$ cat config.mk
export PLATFORM = sky130hd
export DESIGN_NAME = crc_sysid_timeout_ctr
export DESIGN_NICKNAME = d
export VERILOG_FILES = /design/src/rtl/crc_sysid_timeout_ctr.sv
export SDC_FILE = /design/constraint.sdc
export NUM_CORES = 1
export LEC_CHECK = 0
export CAP_MARGIN = 20
export CORE_ASPECT_RATIO = 1.75
export CORE_MARGIN = 8
export CORE_UTILIZATION = 40
export CTS_CLUSTER_SIZE = 8
export DETAILED_ROUTE_END_ITERATION = 6
export PLACE_DENSITY = 0.66
export SLEW_MARGIN = 20
export SYNTH_ARGS = -nofsm -noshare
export SYNTH_HDL_FRONTEND = slang
export SYNTH_SLANG_ARGS = --single-unit
$ cat constraint.sdc
create_clock -name clock -period 3.1 [get_ports clock]
set_clock_uncertainty 0.1 [all_clocks]
set_input_delay 0.775 -clock clock [delete_from_list [all_inputs] [get_ports clock]]
set_output_delay 0.775 -clock clock [all_outputs]
set_load 0.05 [all_outputs]
$ cat src/rtl/crc_sysid_timeout_ctr.sv
// ============================================================================
// crc_sysid_timeout_ctr: stall counter that flags the cycle reaching limit | rev 1.0
// ============================================================================
`default_nettype none

module crc_sysid_timeout_ctr (
  input  logic        clock,
  input  logic        reset_n,
  input  logic        clear,
  input  logic        enable,
  input  logic [15:0] limit,
  output logic        expired
);

  logic [15:0] count;

  always_ff @(posedge clock or negedge reset_n) begin
    if (!reset_n) begin
      count <= 16'd0;
    end else if (clear) begin
      count <= 16'd0;
    end else if (enable) begin
      count <= count + 16'd1;
    end
  end

  // Fires in the stalled cycle whose increment would bring the count to limit.
  assign expired = enable && (({1'b0, count} + 17'd1) == {1'b0, limit});

endmodule

`default_nettype wire

# Word level (Yosys, flattened, before mapping)

Cells that the tools add are included.

Multiplexer cells: 2
Equal/unequal tests: 1
Reduce and logical (&&, ||, !) cells: 2
$add $sub $neg: 2

Operators with widths:

| operator                                       | number |
|---|---|
| two-way mux 16 bit                             | 2 |
| adder 16 x 1 -> 17 bit (second input constant) | 1 |
| equality test 17 x 16 -> 1 bit                 | 1 |
| adder 16 x 1 -> 16 bit (second input constant) | 1 |
| nonzero test 2 bit                             | 1 |
| logical AND 1 bit                              | 1 |

Bits in registers: 16
Output and inout bits: 1
Logic and storage cells: 8

# Longest topological paths before layout

Word-level depth: 3
Mapped depth: 7

# Least setup slack after synthesis

OpenSTA, ideal clock, no wires.

Kind: reg-to-output
Start: register count[0]
End: output port expired
Buffers on the path: 0
Arrival: 2.866 ns
Cell stages (with the launch flop): 8
Setup slack: -0.641 ns
Required time: 2.225 ns
Path through: dfrtp_1 ha_1 inv_1 nor3_2 nand3_1 xnor2_1 or4_1 a2111oi_2

Word-level cells in the longest chain between the ends: 3

Ends and longest elaborated chain:

| element                        | line | text |
|---|---|---|
| from (decl)                    | 15   | `logic [15:0] count;` |
| from (signal assigned)         | 23   | `count <= count + 16'd1;` |
| adder 16 x 1 -> 17 bit         | 28   | `assign expired = enable && (({1'b0, count} + 17'd1) == {1'b0, limit});` |
| equality test 17 x 16 -> 1 bit | 28   |  |
| logical AND 1 bit              | 28   |  |
| to (decl)                      | 12   | `output logic expired` |

Every way passes these cells.

# Final worst setup path

Start: input port limit[5]
End: output port expired

Word-level cells in the longest chain between the ends: 2

Ends and longest elaborated chain:

| element                        | line | text |
|---|---|---|
| from (decl)                    | 11   | `input logic [15:0] limit,` |
| equality test 17 x 16 -> 1 bit | 28   |  |
| logical AND 1 bit              | 28   |  |

Every way passes these cells.

==> summary.md <==
| Metric | Value |
|---|---|
| Layout area overhead | `46.2%` |
| Combinational Power Share | `between 20% and 30%` |
| Syn avg cell area | `8.25 um^2` |
| Max-slew violations | `0` |
| # diodes | `0` |
| Setup Viol. Count Final | `1` |
| Worst-margin pin slew | `around 0.73 ns` |
| Cts hold-fix bufs | `0` |
| CP max stage delay | `about 0.50 ns` |
| Switch Pwr | `121 uW` |
| Initial drt markers | `24` |
| Initial antenna violation count | `0` |
| Max FO, Critical Path | `2` |
| Mapped Area | `1330 um^2` |
| Hold Startpoint | `count[14]` |
| Crit path cell chain | `clkdlybuf4s15_1 > xnor2_2 > xnor2_1 > a22oi_1 > or4_4 > a2111oi_4 > buf_12` |
| Relative slew margins | `51.0%` |
| R2R depth | `7` |
| Fmax | `310 MHz` |
| WL per Instance | `14.3 um` |
| MaxCap Viol Count | `0` |
| Cell leakage power | `between 0.7 and 0.8 nW` |
| Final worst path period need | `3.22 ns` |
| CTS root buf | `clkbuf_8` |
| Vias per inst | `between 5 and 6` |
| Cell Int Power | `about 360 uW` |
| Row cnt | `27` |
| Worst reg2reg setup slack | `1.47 ns` |
| Worst-path clk slew | `0.06 ns` |
| Sequential element share of the synthesized area | `between 30% and 40%` |
| Syn Inst Count | `between 150 and 200` |
| Hold EP | `count[14]` |
| Port-buffer cells | `20` |
| Synth cell types | `40` |
| Most used DFF post-synth | `dfrtp_1` |
| Post-synth EDFFs | `0` |
| Clock power share | `between 30% and 40%` |
| Bufs and invs on worst path | `2` |
| RR Startpoint | `count[0]` |
| RR Endpoint | `count[10]` |
| Final Hold Fails | `0` |
| IR drop worst, VDD | `0.255 mV` |
| Min-Delay Path Class | `flop to flop` |
| Setup crit start kind | `primary input` |
| Placed Area | `approximately 1800 um^2` |
| Critical path endpoint category | `output pin` |
| Reg with most FFs | `count` |
| Vias | `about 1300` |
| Starting density of the core | `41.8%` |
| Final TNS setup | `-0.122 ns` |
| Die width | `just under 60 um` |
| DR DRC count | `0` |
| Cts bufs inserted | `3` |
| Post-synth ARST share | `100%` |
| Status | `complete, but fails checks` |
| WS Path Type | `primary input to output pin` |
| Largest cells by area after synthesis | `dfrtp_1 (30%), xnor2_1 (11%), xor2_1 (11%)` |
| Final net count | `229` |
| Gr ovfl total | `0` |
| Slowest cell on crit path | `or4_4` |
| Share of the synthesized area in the top cell type | `30.1%` |
| Cell taking the most area after synthesis | `dfrtp_1` |
| First-pass GRT wire length | `around 6.2 mm` |
| Worst skew pair latency | `between 0.2 and 0.3 ns` |
| Required time of the worst setup path | `2.22 ns` |
| PwrDens | `~250 nW/um^2` |
| Total track usage | `between 10% and 20%` |
| Hold Crit Depth | `2` |
| Register bit total from synthesis | `16` |
| Max FFs per register | `16` |
| Dpl hpwl | `approximately 2.7 mm` |
| Number of global-route vias before repair | `around 1300` |
| Core area | `between 3000 and 4000 um^2` |
| Pin count of the biggest net entering global routing | `17` |
| RSZ-0062 raised after global routing | `true` |
| Die H | `92.2 um` |
| CTS tree | `yes` |
| Most frequent cells in the layout | `buf_4 (32), nor2_1 (19), xor2_1 (16)` |
| Number of fill cells in the layout | `just under 300` |
| Tcrit/Tclk final | `104%` |
| WP data arrival | `approximately 2.4 ns` |
| Clock sinks | `16` |
| Final wirelength | `approximately 3.6 mm` |
| GPL Wtd Cong | `0.825` |
| Failing checks | `setup timing` |
| Proportion of layout cells with a drive suffix above 1 | `33.8%` |
| I/O pin cnt | `21` |
| Die area | `between 5000 and 6000 um^2` |
| Warnings, synthesis | `0` |
| Switch share | `between 20% and 30%` |
| Antenna viol nets, final | `0` |
| Reg power frac | `around 46%` |
| Biggest regs | `count: 16 flops` |
| Post-Syn Nets | `approximately 180` |
| H-tree depth | `1` |
| Final instance area | `about 2000 um^2` |
| Final worst slack | `-0.122 ns` |
| Commonest non-fill, non-tap cell in the layout | `buf_4` |
| Crit path max-delay family | `simple AND/OR/NAND/NOR gates` |
| First-pass DRT Iterations | `4` |
| Max clock buf depth | `2` |
power groups by stage:
stage	sequential (mW)	clock (mW)	combinational [mW]
after floorplan	0.220	0	0.0426
after global placement	0.221	0	0.0882
after detailed placement	0.221	0	0.0906
after CTS	0.217	0.172	0.0972
after global routing	0.217	0.176	0.107
final	0.217	0.163	0.0971
layout make-up:
class / instances / area [um^2] / area share, %
Clock buffer: 4 / 45.0 / 2.32
Timing Repair Buffer: 53 / 440 / 22.7
Inverter: 2 / 7.51 / 0.386
Sequential cell: 16 / 407 / 20.9
Multi-Input combinational cell: 132 / 990 / 50.9
Tap cell: 43 / 53.8 / 2.77
layer usage:
metal / global-route usage [%] / wire, um / vias up
met5: 0 / 0 / -
met1: 16.3 / 1430 / 622
met4: 7.41 / 99 / 0
li1: - / - / 654
met3: 2.66 / 148 / 6
met2: 24.1 / 1890 / 27
metrics by stage:
stage	hold WS, ns	power [mW]	util (%)	instances	setup slack, ns
2_1_floorplan	0.379	0.262	-	161	-0.159
3_3_place_gp	0.476	0.309	55.6	237	-0.519
3_5_place_dp	0.499	0.312	55.6	237	-0.545
4_1_cts	0.516	0.485	60.7	250	-0.128
5_1_grt	0.549	0.499	61.2	250	-0.241
6_report	0.507	0.477	61.2	250	-0.122
Yosys cell counts, types with 2 or more instances:
| master | n |
|---|---|
| a21oi_1 | 6 |
| and2_1 | 2 |
| nand2_1 | 14 |
| xnor2_1 | 17 |
| o21ai_0 | 6 |
| nor2b_1 | 2 |
| nor3_1 | 2 |
| nand3_1 | 9 |
| xor2_1 | 17 |
| mux2i_1 | 2 |
| nor3_2 | 2 |
| and4_1 | 2 |
| nand4_1 | 10 |
| dfrtp_1 | 16 |
| or3_1 | 2 |
| buf_2 | 2 |
| nor2_1 | 20 |
| clkbuf_1 | 6 |
| inv_1 | 2 |
| buf_4 | 2 |
cells by family after synthesis:
logic type | after synthesis | share of synthesized area, %
simple gates | 72 | 28.9
mux | 2 | 1.51
xor+xnor | 34 | 22.4
compound gates | 22 | 10.8
flops | 16 | 30.1
fa+ha+maj | 2 | 1.69
buf+inv | 13 | 4.52
worst max-delay path by stage:
stage | startpoint | endpoint | slack [ns] | depth (start not counted)
4_1_cts | count[1] | expired | -0.13 | 7
5_1_grt | count[2] | expired | -0.24 | 9
6_report | limit[5] | expired | -0.12 | 7
2_1_floorplan | limit[5] | expired | -0.16 | 5
3_5_place_dp | limit[2] | expired | -0.54 | 8
3_3_place_gp | limit[5] | expired | -0.52 | 7
what timing repair did:
action,CTS,global route
endpoints found under the setup margin,1,1
resized for setup,44,4
hold endpoints to repair,0,0
pin swaps,26,0
buffers inserted,9,0
tightest hold or removal path, cell delays in order, from the launching register on:
cell	delay (ns)
dfrtp_1	0.41
xor2_1	0.09
nor2_1	0.07
Note: power is estimated with default switching activity, not from simulation.
==> RTL edit (same flow settings) <==
Reset style: synchronous (`reset_n`), changed in one clocked block.
--- a/src/rtl/crc_sysid_timeout_ctr.sv
+++ b/src/rtl/crc_sysid_timeout_ctr.sv
@@ -15,5 +15,5 @@
   logic [15:0] count;
 
-  always_ff @(posedge clock or negedge reset_n) begin
+  always_ff @(posedge clock) begin
     if (!reset_n) begin
       count <= 16'd0;
Behaviour: differs if reset_n is asserted again (counterexample within 4 cycles, from zero or initial values and one cycle with reset_n low); with reset_n held inactive, the same outputs for 10 cycles.
==> RTL edit against the original RTL <==
  * The run still ends with negative setup slack left
  * Cell area fell by 15%
  * Sequential cell count unchanged
  * Setup slack improved by 0.11 ns
  * Power shrank 8.6%
  * Maximum frequency grew 3.7%
  * Core utilization decreased by 3.6 points
  * Synthesized area is 11% lower
  * Routed wire length down 15%
  * Highest routed layer unchanged
==> RTL edit: results <==
group,metric,value,unit
yosys,ys_types,36,
timing,finalSetupViolations,1,
global_route,grt_first_pass_wirelength,4970,microns
placed_design,dp_hpwl,2130,microns
power_and_ir_drop,powerSeq,0.206,mW
yosys,synth_ff_type,"dfxtp_1",
power_and_ir_drop,swShare,23.7,%
final_layout,fin_nets,199,
placed_design,globalplace.congestion,0.832,
route,wl_met1,1180,microns
route,wl_per_cell,14.8,microns
clock_tree,postCtsSetupBuffers,4,
worst_setup_path,cpPeakStageDelay,0.33,ns
route,detail_route.vias_per_cell,5.57,
worst_hold_path,hold_class,"reg -> reg",
yosys,yosysWarningCount,0,
route,route.met3.wl,131,microns
timing,fin_ws,-0.00807,ns
global_route,use_met2,21.6,%
route,wl_met2,1670,microns
global_route,met1_usage,12.4,%
power_and_ir_drop,total_leakage_power,0.613,nW
route,first_pass_iters,4,
yosys,async_reset_ff_share,0,%
route,drt_iter0_markers,31,
yosys,ys_seq_area_share,27.0,%
clock_tree,clockBufferDepth,2,
yosys,ys_top_cells_by_area,"dfxtp_1 (27%), xnor2_1 (13%), xor2_1 (13%)",
clock_tree,cts_root_buf,"clkbuf_8",
worst_setup_path,reg2reg_slack,1.31,ns
power_and_ir_drop,peakVddDrop,0.000211,V
final_layout,largest_registers,"count: 16 flops",
global_route,use_met3,2.32,%
placed_design,pre_cts_slack,-0.235,ns
clock_tree,clk_latency,0.25,ns
yosys,mappedNetlistNets,171,
global_route,grt_pass1_vias,1174,
clock_tree,htreeDepth,1,
timing,tightest_slew,0.640,ns
worst_setup_path,slowest_stage,"nor4_4",
worst_setup_path,arrival,2.23,ns
global_route,grt_usage,12.0,%
final_layout,n_fill_cell,292,
worst_setup_path,path_delay_family,"buffers and inverters",
outcome,violations,"negative setup slack",
power_and_ir_drop,powerClk,0.157,mW
yosys,synth_common_cells,"nor2_1 (20), xnor2_1 (17), xor2_1 (17)",
final_layout,drive_above_1_share,27.3,%
outcome,outcome,"complete, but fails checks",
final_layout,antennaDiodeCount,0,
==> RTL edit: changes by cell type in the layout (fill, tap and decap cells not counted), moves of 3 or more <==
cell	delta
buf_4	-20
dfrtp_1	-11
dfrtp_2	-5
dfxtp_1	+7
dfxtp_2	+7
nand2_1	-3
==> RTL edit: kinds of logic after synthesis <==
kind of cell    after synthesis  share of synthesized area, %
simple gates                 65                          29.2
xor+xnor                     34                          25.1
compound gates               19                          9.49
flops                        16                          27.0
buf+inv                      12                          5.48
mux                           3                          2.64
fa+ha+maj                     1                          1.05
==> RTL edit: per-stage QoR <==
stage / std cells / power [mW] / hold WS (ns) / instance area, sq um / TNS, ns
2_1_floorplan: 150 / 0.243 / 0.382 / 1190 / 0
3_3_place_gp: 194 / 0.277 / 0.392 / 1430 / -0.233
3_5_place_dp: 194 / 0.278 / 0.411 / 1430 / -0.235
4_1_cts: 201 / 0.437 / 0.420 / 1590 / 0
5_1_grt: 204 / 0.453 / 0.455 / 1650 / -0.0587
6_report: 204 / 0.436 / 0.420 / 1650 / -0.00807
==> RTL edit: area by class of cell <==
class                           instances  area (sq um)  share of cell area [%]
Multi-Input combinational cell        122           922                    55.9
Sequential cell                        16           337                    20.4
Inverter                                2          7.51                   0.455
Timing Repair Buffer                   33           307                    18.6
Tap cell                               28          35.0                    2.12
Clock buffer                            3          41.3                    2.50
==> RTL edit: worst paths after layout <==
check | from | endpoint | depth (start not counted)
hold reg to reg | count[15]$_SDFFE_PP0P_ | count[15]$_SDFFE_PP0P_ | 2
hold / removal | count[15]$_SDFFE_PP0P_ | count[15]$_SDFFE_PP0P_ | 2
setup reg to reg | count[10]$_SDFFE_PP0P_ | count[15]$_SDFFE_PP0P_ | 6
setup / recovery | limit[2] | expired | 7
